`src/rtl/object_stats_reader.sv`:
```
// Walks labels 1..n_max, waits out the statistics read latency, snapshots the ten
// per-object values and streams them one word per valid/ready handshake.
module object_stats_reader #(
  parameter int LBL_WIDTH    = 8,
  parameter int LOC_SIZE     = 16,
  parameter int READ_LATENCY = 2,
  parameter int SKIP_EMPTY   = 1
) (
  input  logic                 clk,
  input  logic                 reset,
  input  logic                 start,
  input  logic [LBL_WIDTH-1:0] num_labels,
  output logic [LBL_WIDTH-1:0] obj_id,
  input  logic [LOC_SIZE-1:0]  obj_area,
  input  logic [LOC_SIZE-1:0]  obj_x,
  input  logic [LOC_SIZE-1:0]  obj_y,
  input  logic [LOC_SIZE-1:0]  obj_m02,
  input  logic [LOC_SIZE-1:0]  obj_m11,
  input  logic [LOC_SIZE-1:0]  obj_m20,
  input  logic [LOC_SIZE-1:0]  obj_m30,
  input  logic [LOC_SIZE-1:0]  obj_m21,
  input  logic [LOC_SIZE-1:0]  obj_m12,
  input  logic [LOC_SIZE-1:0]  obj_m03,
  output logic                 out_valid,
  input  logic                 out_ready,
  output logic [LOC_SIZE-1:0]  out_data,
  output logic [LBL_WIDTH-1:0] out_label,
  output logic [3:0]           out_index,
  output logic                 out_last,
  output logic                 busy,
  output logic                 done
);

  typedef enum logic [2:0] {IDLE, WAIT, CAPTURE, SEND, FINISH} state_t;

  localparam logic [3:0]           LAT = 4'(READ_LATENCY);
  localparam logic [LBL_WIDTH-1:0] ONE = LBL_WIDTH'(1);

  state_t               state, state_next;
  logic [LBL_WIDTH-1:0] n_max, id_reg, label_reg;
  logic [3:0]           wait_cnt, index_reg;
  logic                 valid_reg, busy_reg;
  logic [LOC_SIZE-1:0]  shadow  [10];
  logic [LOC_SIZE-1:0]  stat_in [10];
  logic                 accept_start, do_capture, advance, rec_done;
  logic                 last_label, skip_rec;

  assign stat_in[0] = obj_area;
  assign stat_in[1] = obj_x;
  assign stat_in[2] = obj_y;
  assign stat_in[3] = obj_m02;
  assign stat_in[4] = obj_m11;
  assign stat_in[5] = obj_m20;
  assign stat_in[6] = obj_m30;
  assign stat_in[7] = obj_m21;
  assign stat_in[8] = obj_m12;
  assign stat_in[9] = obj_m03;

  // Equality against n_max means a full-range scan ends at the top label without wrapping.
  assign last_label = (id_reg == n_max);
  assign skip_rec   = (SKIP_EMPTY != 0) && (obj_area == '0);

  always_ff @(posedge clk) begin
    if (reset) state <= IDLE;
    else       state <= state_next;
  end

  always_comb begin
    state_next   = state;
    accept_start = 1'b0;
    do_capture   = 1'b0;
    advance      = 1'b0;
    rec_done     = 1'b0;
    case (state)
      IDLE: begin
        if (start) begin
          accept_start = 1'b1;
          state_next   = (num_labels == '0) ? FINISH : WAIT;
        end
      end
      WAIT: begin
        if (wait_cnt <= 4'd1) state_next = CAPTURE;
      end
      CAPTURE: begin
        do_capture = 1'b1;
        if (skip_rec) rec_done   = 1'b1;
        else          state_next = SEND;
      end
      SEND: begin
        if (out_ready) begin
          if (index_reg == 4'd9) rec_done = 1'b1;
          else                   advance  = 1'b1;
        end
      end
      FINISH:  state_next = IDLE;
      default: state_next = IDLE;
    endcase
    if (rec_done) state_next = last_label ? FINISH : WAIT;
  end

  always_ff @(posedge clk) begin
    if (reset) begin
      n_max     <= '0;
      id_reg    <= '0;
      label_reg <= '0;
      wait_cnt  <= '0;
      index_reg <= '0;
      valid_reg <= 1'b0;
      busy_reg  <= 1'b0;
      for (int i = 0; i < 10; i++) shadow[i] <= '0;
    end else begin
      if (accept_start) begin
        n_max <= num_labels;
        if (num_labels != '0) begin
          id_reg   <= ONE;
          busy_reg <= 1'b1;
          wait_cnt <= LAT;
        end
      end
      if (state == WAIT) wait_cnt <= wait_cnt - 4'd1;
      // Snapshot so the stream no longer depends on obj_id or the live inputs.
      if (do_capture) begin
        for (int i = 0; i < 10; i++) shadow[i] <= stat_in[i];
        label_reg <= id_reg;
        index_reg <= '0;
      end
      if (advance) index_reg <= index_reg + 4'd1;
      if (rec_done && !last_label) begin
        id_reg   <= id_reg + ONE;
        wait_cnt <= LAT;
      end
      valid_reg <= (state_next == SEND);
      if (state == FINISH) busy_reg <= 1'b0;
    end
  end

  assign obj_id    = id_reg;
  assign out_valid = valid_reg;
  assign out_data  = valid_reg ? shadow[index_reg] : '0;
  assign out_label = label_reg;
  assign out_index = index_reg;
  assign out_last  = valid_reg && (index_reg == 4'd9);
  assign busy      = busy_reg;
  assign done      = (state == FINISH);

endmodule

```
`config.mk`:
```
export PLATFORM = sky130hd
export DESIGN_NAME = object_stats_reader
export DESIGN_NICKNAME = d
export VERILOG_FILES = /design/src/rtl/object_stats_reader.sv
export SDC_FILE = /design/constraint.sdc
export NUM_CORES = 1
export LEC_CHECK = 0
export BUFFER_PORTS_ARGS = -buffer_cell sky130_fd_sc_hd__buf_2
export CAP_MARGIN = 20
export CORE_MARGIN = 1
export CORE_UTILIZATION = 45
export CTS_BUF_LIST = sky130_fd_sc_hd__clkbuf_8
export DETAILED_ROUTE_END_ITERATION = 16
export PLACE_DENSITY_LB_ADDON = 0.2
export SLEW_MARGIN = 15
export SYNTH_ARGS = -nofsm -noshare
export SYNTH_HDL_FRONTEND = slang
export SYNTH_SLANG_ARGS = --single-unit
```
`constraint.sdc`:
```
create_clock -name clk -period 3.9 [get_ports clk]
set_clock_uncertainty 0.15 [all_clocks]
set_input_delay 0.39 -clock clk [delete_from_list [all_inputs] [get_ports clk]]
set_output_delay 0.39 -clock clk [all_outputs]
set_load 0.01 [all_outputs]
```
== After elaboration in Yosys (flattened, before gate mapping) ==
Memory sizes are Yosys's and may differ from the RTL's. A register that Yosys moved wholly into a read port is not among the register bits.
Cells that the tools add are included.
Cells by class
  bitwise operators: 10
  multipliers: 0
  magnitude comparators: 1
  muxes and demuxes: 44
  shift-type cells: 0
  divide/modulo/power cells: 0
  reductions and logical operators: 20
  add/sub/neg operators: 3
  equal/unequal tests: 7
Operators with widths (count)
  $mux W16: 11
  $mux W4: 7
  $mux W8: 3
  $mux W3: 6
  $logic_not A16 Y1: 1
  $mux W1: 14
  $pmux W3 S4: 1
  $or A1 B1 Y1: 10
  $reduce_bool A2 Y1: 5
  $eq A3 B2 Y1 const B: 3
  $add A8 B1 Y8 const B: 1
  $eq A8 B8 Y1: 1
  $logic_not A8 Y1: 1
  $reduce_and A2 Y1: 4
  $reduce_bool A8 Y1: 1
  $reduce_bool A3 Y1: 2
  $add A4 B1 Y4 const B: 1
  $eq A4 B4 Y1 const B: 1
  $le A4 B1 Y1 const B: 1
  $reduce_or A2 Y1: 2
  $sub A4 B1 Y4 const B: 1
  $eq A3 B1 Y1 const B: 1
  $eq A3 B3 Y1 const B: 1
  $logic_not A3 Y1: 1
  other kinds (4): 5
Storage, ports and cells
  register bits after elaboration: 37
  output and inout bits: 40
  word-level logic and storage cells: 95
  input port bits: 172
  memories: 1
  RAM bits: 160
  latch bits: 0
  bits in read-only memories: 0
Memory list
  shadow: words 10, width 16, rd ports 1, clocked after memory_dff 1, write ports 10, RTL line 43  | logic [LOC_SIZE-1:0] shadow [10];

== Longest topological paths before layout ==
Gate-level depths: netlist (run 1).
  depth after elaboration: 7
  depth in mapped cells: 8
  depth with buffers taken out: 7

== Worst setup path before layout (run 1) ==
No wires, ideal clock.
  path type: reg-to-reg
  start point: register state[0]
  end point: memory shadow[0][0], enable pin
  slack: 0.338 ns
  cell stages (with the launch flop): 5
  period minus slack after synthesis: 3.562 ns
  setup time: 0.453 ns
  arrival time: 2.959 ns
  path buffers: 2
  path through: dfxtp_1 buf_2 nor3b_1 clkbuf_1 or2_2
RTL lines
  start: declaration: RTL line 39  | state_t state, state_next;
  start signal: assignment: RTL line 65  | else state <= state_next;
  end: declaration: RTL line 43

==> results of run 1 <==
per-stage QoR:
step / instance area (um2) / util (%)
2_1_floorplan: 9161 / -
3_3_place_gp: 10460 / 53.03
3_5_place_dp: 10460 / 53.03
4_1_cts: 12060 / 61.18
5_1_grt: 12090 / 61.32
6_report: 12090 / 61.32
cell usage after synthesis (3+ instances only):
cell type	number	area, um2
nand3_1	6	30.03
ha_1	5	62.56
inv_1	4	15.01
and2_1	162	1013
clkbuf_1	32	120.1
nor2b_1	3	18.77
or2_2	3	18.77
a21oi_1	23	115.1
edfxtp_1	160	4805
buf_1	4	15.01
nand2_1	59	221.5
nor4_1	9	56.30
nor3_1	5	25.02
mux2i_1	16	160.2
mux4_2	32	720.7
dfxtp_1	41	820.8
a211oi_1	6	45.04
nand4_1	3	18.77
nand2b_1	3	18.77
o21ai_0	5	25.02
nor2_1	17	63.81
mux2_2	17	191.4
buf_2	6	30.03
o211a_1	16	160.2
xnor2_1	9	78.83
cells in the final DEF, fill, tap and decap left out, drive strengths merged, types with 3 or more instances in the layout:
cell,instances
a211oi,6
a21oi,24
and2,162
buf,219
clkbuf,38
clkinv,8
dfxtp,41
dlygate4sd3,94
edfxtp,160
ha,5
inv,21
mux2,17
mux2i,16
mux4,32
nand2,59
nand2b,3
nand3,6
nand4,3
nor2,19
nor2b,3
nor3,5
nor4,9
o211a,16
o21ai,6
or2,4
xnor2,9
repair_timing:
action | 4_1_cts | 5_1_grt
setup buffers | 0 | 0
endpoints found under the setup margin | 0 | 0
hold buffers | 94 | 0
hold endpoints to repair | 94 | 0
worst max-delay path, cell delays in order, from the launching register on:
cell and delay [ns]:
dfxtp_4 0.85, mux4_2 0.60, mux2_2 0.30, o211a_1 0.24
buf_2 0.15
cell families (layout without fill, tap and decap cells):
| group | count (synthesis) | after routing |
|---|---|---|
| adder cells (fa/ha/maj) | 5 | 5 |
| flip-flops | 201 | 201 |
| AO/OA/AOI/OAI | 66 | 66 |
| AND/OR/NAND/NOR | 283 | 283 |
| buffers and inverters | 49 | 383 |
| XOR/XNOR | 11 | 11 |
| multiplexers | 65 | 65 |
how the worst max path moves through the flow:
stage / slack (ns) / end / start / cells past startpoint
final: 0.67 / out_data[5] / flip-flop / 4
after CTS: 0.58 / out_data[6] / flip-flop / 4
after floorplan: 0.34 / shadow[0][0] / state[0] / 4
after detailed placement: 1.17 / out_data[6] / flip-flop / 4
after global placement: 1.21 / out_data[6] / flip-flop / 4
after global routing: 0.50 / out_data[6] / flip-flop / 4
layer usage:
metal	part of all wire (%)	GRT usage, %	wire length (um)
met1	45	32.81	10700
met2	45	35.50	10630
met3	8.3	5.067	1971
met4	1.4	5.651	337
met5	0	0	0
final cells by class:
class	count	area, um2
fillers	1584	7626
flip-flops and latches	201	5630
multi-input cells	430	3333
repair buffers	313	2115
clock buffers	38	523.0
well taps	265	331.6
clock inverters	28	143.9
inverters	4	15.01
power by group through the flow:
stage	sequential (mW)	clock, mW	combinational, mW
floorplan	2.80	0	0.562
global placement	2.89	0	0.759
detailed placement	2.90	0	0.789
CTS	2.85	1.85	0.867
global route	2.88	1.95	0.944
finish	2.86	1.81	0.863
==> results.ini, run 1 <==
[critical_path]
r2r-start = state[1]
worstPathRequired_ns = 3.36
rr_worst_depth = 5
r2r_setup_slack_ns = 1.24
start_kind = flip-flop
cp.arrival_ns = 2.69
reg2reg_to = shadow[3][14]
cp_max_fo = 41
crit_type = flip-flop to output pin
end_kind = output pin

[yosys]
synth-edff-count = 160
syn_area_um2 = 9161
ys_warn_count = 0
syn_nets = 857
avgSynthCellArea_um2 = 13.47
synth-simple-area-share_pct = 17.37
synth_seq_area_share_pct = 61.40
synth_top_family_by_area = simple AND/OR/NAND/NOR gates
synth_fa_ha_area_share_pct = 0.6829
async_flop_share_pct = 0
synth-compound-area-share_pct = 5.490
synth_ff_type = edfxtp_1
yosys.area_share.xor_xnor_pct = 1.052
synthMuxAreaShare_pct = 11.70
synth.distinct_cells = 51
synth-seq-cells = 201
netlist_instances = 680

[power]
internal_power_mw = 4.071
clkPwrFrac_pct = 32.8
power_mw = 5.531
p_leak_nw = 5.065
seqPwrFrac_pct = 51.7
ir_drop_uv = 261.1
p_sw_share_pct = 26.39
powerDensity_nw_per_um2 = 457.4
pwr-share-comb_pct = 15.6
p_switching_mw = 1.460

[layout]
finalNonFillerCells = 1279
drive_gt1_share_pct = 32.05
syn_to_final_growth_pct = 31.99
num_antenna_cells = 0
largest-register = shadow
largest_reg_flops = 160
fin_nets = 1163

[global_routing]
gr-total-overflow = 0
grt_use_total_pct = 22.93
grt_pass1_vias = 6504
grt_max_degree = 94
antenna_found_initial = 0
grt_pass1_wl_um = 35090

[timing]
hold_ws_ns = 0.01583
finalHoldViolCount = 0
period_share_pct = 82.95
worst_slack_ns = 0.6650
fmax_ghz = 0.3091
fin_setup_tns_ns = 0
finalCriticalPeriod_ns = 3.235
rsz0062_at_grt = no
setup_viol = 0
max_slew_margin_pct = 45.67
slew_viol_final = 0
worstMarginPinSlew_ns = 0.8139

[min_path]
hold_class = primary input to flip-flop
whs_endpoint = shadow[3][8]
hold_start = obj_m02[8]
hold_depth = 2

[route]
dr_total_vias = 6521
first_iter_violations = 375
via_per_inst = 5.099
ant_nets = 0
drt-total-wl_um = 23640
drc_errors = 0
post_drt_wl_per_cell_um = 18.48
dr.pass1.iters = 5

[placed_design]
numPortBuffers = 211
dp_hpwl_um = 16910
dp.cells = 1118
dp_slack_ns = 1.169
place.gp.congestion = 0.8409

[clocking]
cts-htree-levels = 2
clk_path_buf_depth = 3
tritoncts = yes
cts_buffers = 36
path_clk_slew_ns = 0.06
clockRootBuffer = clkbuf_8
cts_resized = 0
worstSkewPairLatency_ns = 0.53
cts.sinks = 201

[floorplan]
fp.dieH_um = 144.7
io_pins = 212
core.rowCount = 51
die_area_um2 = 20930
core_area_um2 = 19720
die_width_um = 144.7
start_util_pct = 46.46

[outcome]
status = complete, no violations

[job]
drv_cap = 0

Note: power is estimated with default switching activity, not from simulation.
==> run 2, diff against run 1 <==
==> constraint.sdc (replaced) <==
create_clock -name clk -period 3.3 [get_ports clk]
set_clock_uncertainty 0.15 [all_clocks]
set_input_delay 0.33 -clock clk [delete_from_list [all_inputs] [get_ports clk]]
set_output_delay 0.33 -clock clk [all_outputs]
set_load 0.01 [all_outputs]
==> run 2 against run 1 <==
  * Cell count is 4.8% higher
  * Count of clock-buffer cells in the layout is 3 lower
  * Register-to-register slack worse by 0.44 ns
  * Worst hold slack worse by 0.0076 ns
  * Sequential cell count stayed put
==> results.ini, run 2 (synthesis gave the netlist of run 1 again) <==
[route]
post_drt_wl_per_cell_um = 18.95  ; was 18.48 um
dr.pass1.iters = 6  ; was 5
via_per_inst = 5.099  ; about the same
drc_errors = 0  ; unchanged
first_iter_violations = 528  ; was 375
dr_total_vias = 6832  ; was 6521
drt-total-wl_um = 25390  ; was 23640 um
ant_nets = 0  ; unchanged

[timing]
setup_viol = 0  ; unchanged
fin_setup_tns_ns = 0  ; unchanged
worstMarginPinSlew_ns = 0.8375  ; was 0.8139 ns
period_share_pct = 92.11
worst_slack_ns = 0.2602  ; was 0.6650 ns
fmax_ghz = 0.3290
rsz0062_at_grt = no  ; unchanged
max_slew_margin_pct = 44.09  ; was 45.67%
finalHoldViolCount = 0  ; unchanged
slew_viol_final = 0  ; unchanged
finalCriticalPeriod_ns = 3.040

[critical_path]
start_kind = flip-flop  ; unchanged
worstPathRequired_ns = 2.82  ; was 3.36 ns
cp_max_fo = 35  ; was 41
end_kind = output pin  ; unchanged
cp.arrival_ns = 2.56  ; was 2.69 ns
crit_type = flip-flop to output pin  ; unchanged

[placed_design]
place.gp.congestion = 0.8602  ; was 0.8409
numPortBuffers = 211  ; unchanged
place_area_um2 = 10500  ; was 10460 um2
dp.cells = 1125  ; was 1118
dp_slack_ns = 0.7637  ; was 1.169 ns
dp_hpwl_um = 17700  ; was 16910 um

[global_routing]
grt_pass1_wl_um = 37760  ; was 35090 um
grt_pass1_vias = 7074  ; was 6504
grt_use_total_pct = 24.79  ; was 22.93%
gr-total-overflow = 0  ; unchanged
grt.busiest_layer = met2  ; unchanged
use_met1_pct = 33.63  ; was 32.81%
grtUsageMet3_pct = 5.693  ; was 5.067%
antenna_found_initial = 0  ; unchanged
grt_use_met2_pct = 39.02  ; was 35.50%
grt_max_degree = 97  ; was 94

[clocking]
clk_path_buf_depth = 3  ; unchanged
cts_buffers = 34  ; was 36
worstSkewPairLatency_ns = 0.51  ; was 0.53 ns
path_clk_slew_ns = 0.06  ; about the same
cts.sinks = 201  ; unchanged
tritoncts = yes  ; unchanged
cts-htree-levels = 2  ; unchanged
cts_resized = 0  ; unchanged
clockRootBuffer = clkbuf_8  ; unchanged

[layout]
num_antenna_cells = 0  ; unchanged
largest-register = shadow  ; unchanged
n_fill_cell = 1511  ; was 1584
final_common_cell = buf_2  ; unchanged
largest_reg_flops = 160  ; unchanged
final_area_um2 = 12680  ; was 12090 um2
fin_nets = 1230  ; was 1163
drive_gt1_share_pct = 30.98  ; was 32.05%
finalNonFillerCells = 1340  ; was 1279
mostFrequentLayoutCells = 211 x buf_2, 162 x and2_1, 160 x edfxtp_1  ; unchanged
syn_to_final_growth_pct = 38.42  ; was 31.99%

[floorplan]
start_util_pct = 46.46  ; unchanged
core.rowCount = 51  ; unchanged
die_area_um2 = 20930  ; unchanged
core_area_um2 = 19720  ; unchanged
io_pins = 212  ; unchanged
die_width_um = 144.7  ; unchanged
fp.dieH_um = 144.7  ; unchanged

[power]
ir_drop_uv = 322.7  ; was 261.1 uV
powerDensity_nw_per_um2 = 515.6  ; was 457.4 nW/um2
power_mw = 6.538  ; was 5.531 mW
p_leak_nw = 5.288  ; was 5.065 nW

[min_path]
hold_class = primary input to flip-flop  ; unchanged

[outcome]
status = complete, no violations  ; unchanged

[job]
drv_cap = 0  ; unchanged

[run 2: metrics by stage]
stage,hold slack (ns),utilization [%]
5_1_grt,0.007367,64.31
3_3_place_gp,0.2963,53.23
6_report,0.008232,64.31
4_1_cts,0.0003556,64.31
2_1_floorplan,0.2996,-
3_5_place_dp,0.2987,53.23
[run 2: what timing repair did]
item / in CTS / in global routing
endpoints found under the hold margin: 164 / 0
buffers inserted: 0 / 0
hold buffers: 157 / 0
[run 2: layer usage]
| layer | vias to the layer above | share of wire (%) | routed length [um] |
|---|---|---|---|
| met3 | 46 | 8.9 | 2267 |
| met2 | 301 | 46 | 11640 |
| met1 | 3269 | 43 | 10840 |
| li1 | 3216 | - | - |
| met5 | - | 0 | 0 |
| met4 | 0 | 2.6 | 648 |
[run 2: final cells by class]
class                   instances  area [um2]  area share [%]
inverters                       4       15.01          0.1184
clock inverters                23       131.4           1.036
multi-input cells             430        3333           26.29
flip-flops and latches        201        5630           44.40
repair buffers                382        2758           21.75
well taps                     265       331.6           2.615
clock buffers                  35       481.7           3.799
[run 2: critical path: stages (launching register included)]
cell,delay (ns)
dfxtp_4,0.77
mux4_2,0.59
mux2_2,0.30
o211a_1,0.23
buf_2,0.14
[run 2: worst paths after layout]
check	slack (ns)	from	to	depth (start not counted)
setup / recovery	0.26	flip-flop	out_data[7]	4
hold reg to reg	0.30	out_label[7]	out_label[7]	2
setup reg to reg	0.80	state[1]	shadow[0][11]	5
hold / removal	0.008	obj_m20[11]	shadow[5][11]	2
[run 2: power breakdown]
| group | internal, mW | switching, mW | leakage [nW] | total [mW] |
|---|---|---|---|---|
| registers | 3.17 | 0.219 | 2.00 | 3.39 |
| clock network | 1.07 | 0.986 | 0.337 | 2.06 |
| logic | 0.547 | 0.546 | 2.95 | 1.09 |
| total | 4.79 | 1.75 | 5.29 | 6.54 |
==> run 3, diff against run 2 <==
--- a/config.mk
+++ b/config.mk
@@ -5,6 +5,7 @@
 export SDC_FILE = /design/constraint.sdc
 export NUM_CORES = 1
 export LEC_CHECK = 0
+export ABC_CLOCK_PERIOD_IN_PS = 2750
 export BUFFER_PORTS_ARGS = -buffer_cell sky130_fd_sc_hd__buf_2
 export CAP_MARGIN = 20
 export CORE_MARGIN = 1
==> constraint.sdc (replaced) <==
create_clock -name clk -period 2.75 [get_ports clk]
set_clock_uncertainty 0.15 [all_clocks]
set_input_delay 0.275 -clock clk [delete_from_list [all_inputs] [get_ports clk]]
set_output_delay 0.275 -clock clk [all_outputs]
set_load 0.01 [all_outputs]
==> run 3 against run 2 <==
  * Cell area up 2.2%
  * Via count up 2.4%
  * Combinational power up 27%
  * Critical path depth up 1
  * Sequential share of layout area down 0.97 points
  * Sequential power up 20%
  * Die area unchanged
  * Register-to-register slack worse by 0.34 ns
  * Non-clock buffer count up 14
  * Wire length up 1.8%
  * Worst hold slack better by 0.094 ns
  * Sequential cell count unchanged
  * Critical endpoint is now out_data[2]
==> results.ini, run 3 (synthesis gave the netlist of run 1 again) <==
[critical_path]
crit_chain = buf_16 > mux4_2 > mux2_2 > o211a_1 > buf_2  ; was mux4_2 > mux2_2 > o211a_1 > buf_2
cp_slowest_cell = mux4_2  ; was dfxtp_4
worst-path-buf-inv = 2  ; was 1
crit_type = flip-flop to output pin  ; unchanged
cp_max_fo = 20  ; was 35
critPathMaxStageDelay_ns = 0.52  ; was 0.77 ns
cp.arrival_ns = 2.31  ; was 2.56 ns
start_kind = flip-flop  ; unchanged
cp_top_family = multiplexers  ; unchanged
worstPathRequired_ns = 2.33  ; was 2.82 ns
end_kind = output pin  ; unchanged

[layout]
mostFrequentLayoutCells = 204 x buf_2, 169 x dlygate4sd3_1, 162 x and2_1  ; was 211 x buf_2, 162 x and2_1, 160 x edfxtp_1
largest-register = shadow  ; unchanged
syn_to_final_growth_pct = 41.52  ; was 38.42%
n_fill_cell = 1460  ; was 1511
num_antenna_cells = 0  ; unchanged
largest_reg_flops = 160  ; unchanged
final_common_cell = buf_2  ; unchanged
drive_gt1_share_pct = 30.14  ; was 30.98%
fin_nets = 1245  ; was 1230
final_area_um2 = 12960  ; was 12680 um2

[placed_design]
dp_slack_ns = 0.4609  ; was 0.7637 ns
dp_hpwl_um = 17470  ; was 17700 um
place_area_um2 = 10550  ; was 10500 um2
numPortBuffers = 211  ; unchanged
place.gp.congestion = 0.8547  ; was 0.8602

[global_routing]
grt_max_degree = 90  ; was 97
grt_pass1_vias = 7128  ; was 7074
gr-total-overflow = 0  ; unchanged
antenna_found_initial = 0  ; unchanged
grt_pass1_wl_um = 37830  ; was 37760 um
grt_use_total_pct = 24.91  ; was 24.79%

[power]
p_leak_nw = 5.409  ; was 5.288 nW
powerDensity_nw_per_um2 = 601.6  ; was 515.6 nW/um2
ir_drop_uv = 380.6  ; was 322.7 uV

[timing]
worstMarginPinSlew_ns = 0.8329  ; was 0.8375 ns
worst_slack_ns = 0.01766  ; was 0.2602 ns
finalCriticalPeriod_ns = 2.732
setup_viol = 0  ; unchanged
max_slew_margin_pct = 44.40  ; was 44.09%
period_share_pct = 99.36
finalHoldViolCount = 0  ; unchanged
rsz0062_at_grt = yes  ; was no
fmax_ghz = 0.3660
slew_viol_final = 0  ; unchanged
hold_ws_ns = 0.1022  ; was 0.008232 ns

[route]
drt-total-wl_um = 25850  ; was 25390 um
first_iter_violations = 477  ; was 528
ant_nets = 0  ; unchanged
drc_errors = 0  ; unchanged
via_per_inst = 5.181  ; was 5.099
post_drt_wl_per_cell_um = 19.15  ; was 18.95 um
dr.pass1.iters = 4  ; was 6
dr_total_vias = 6994  ; was 6832

[outcome]
status = complete, no violations  ; unchanged

[floorplan]
die_area_um2 = 20930  ; unchanged
die_width_um = 144.7  ; unchanged
fp.dieH_um = 144.7  ; unchanged
core_area_um2 = 19720  ; unchanged
core.rowCount = 51  ; unchanged
io_pins = 212  ; unchanged
start_util_pct = 46.46  ; unchanged

[job]
drv_cap = 0  ; unchanged

[clocking]
tritoncts = yes  ; unchanged
path_clk_slew_ns = 0.06  ; about the same
worstSkewPairLatency_ns = 0.51  ; about the same
clockRootBuffer = clkbuf_8  ; unchanged
cts.sinks = 201  ; unchanged
clk_path_buf_depth = 3  ; unchanged
cts_buffers = 35  ; was 34
cts-htree-levels = 2  ; unchanged
cts_setup_buffers = 0  ; unchanged

[min_path]
hold_class = primary input to flip-flop  ; unchanged

-- run 3: per-stage QoR --
stage | util (%) | cells | setup TNS, ns | power [mW]
after floorplan | - | 680 | 0 | 4.758
after global placement | 53.49 | 1125 | 0 | 5.201
after detailed placement | 53.49 | 1125 | 0 | 5.259
after CTS | 65.36 | 1349 | -0.02461 | 7.820
after global routing | 65.75 | 1350 | -0.5763 | 8.124
final | 65.75 | 1350 | 0 | 7.800
-- run 3: worst paths after layout --
path,from,end,slack [ns],cells after the start
setup reg to reg,state[1],shadow[6][15],0.46,5
hold reg to reg,out_label[5],out_label[5],0.31,2
setup / recovery,flip-flop,out_data[2],0.02,5
hold / removal,start,n_max[0],0.10,4
-- run 3: what timing repair did --
item                                    4_1_cts  5_1_grt
cloned                                        1        1
resized for setup                            11       10
endpoints found under the hold margin       175        0
pin swaps                                     0        0
endpoints found under the setup margin       16       16
hold buffers                                169        0
-- run 3: per-layer routing --
metal	global-route usage (%)	up-vias	part of all wire (%)
li1	-	3248	-
met2	40.01	333	46
met3	5.660	53	9.1
met4	9.363	0	2.6
met1	33.04	3360	42
met5	0	-	0
-- run 3: final cells by class --
cell class	count	area, um2	area share (%)
flip-flops and latches	201	5630	43.43
multi-input cells	430	3378	26.06
repair buffers	396	3032	23.38
clock buffers	37	509.2	3.928
well taps	265	331.6	2.557
clock inverters	17	68.82	0.5308
inverters	4	15.01	0.1158
-- run 3: power breakdown --
| part | internal, mW | switching (mW) |
|---|---|---|
| Clock | 1.22 | 1.14 |
| Sequential | 3.81 | 0.253 |
| Combinational | 0.710 | 0.666 |
-- run 3: worst reg2reg max path, stage by stage, from the launching register on --
cell	delay [ns]
dfxtp_1	0.48
nor2b_1	0.26
nand2b_1	0.31
nor2_4	0.21
buf_4	0.49
and2_1	0.24
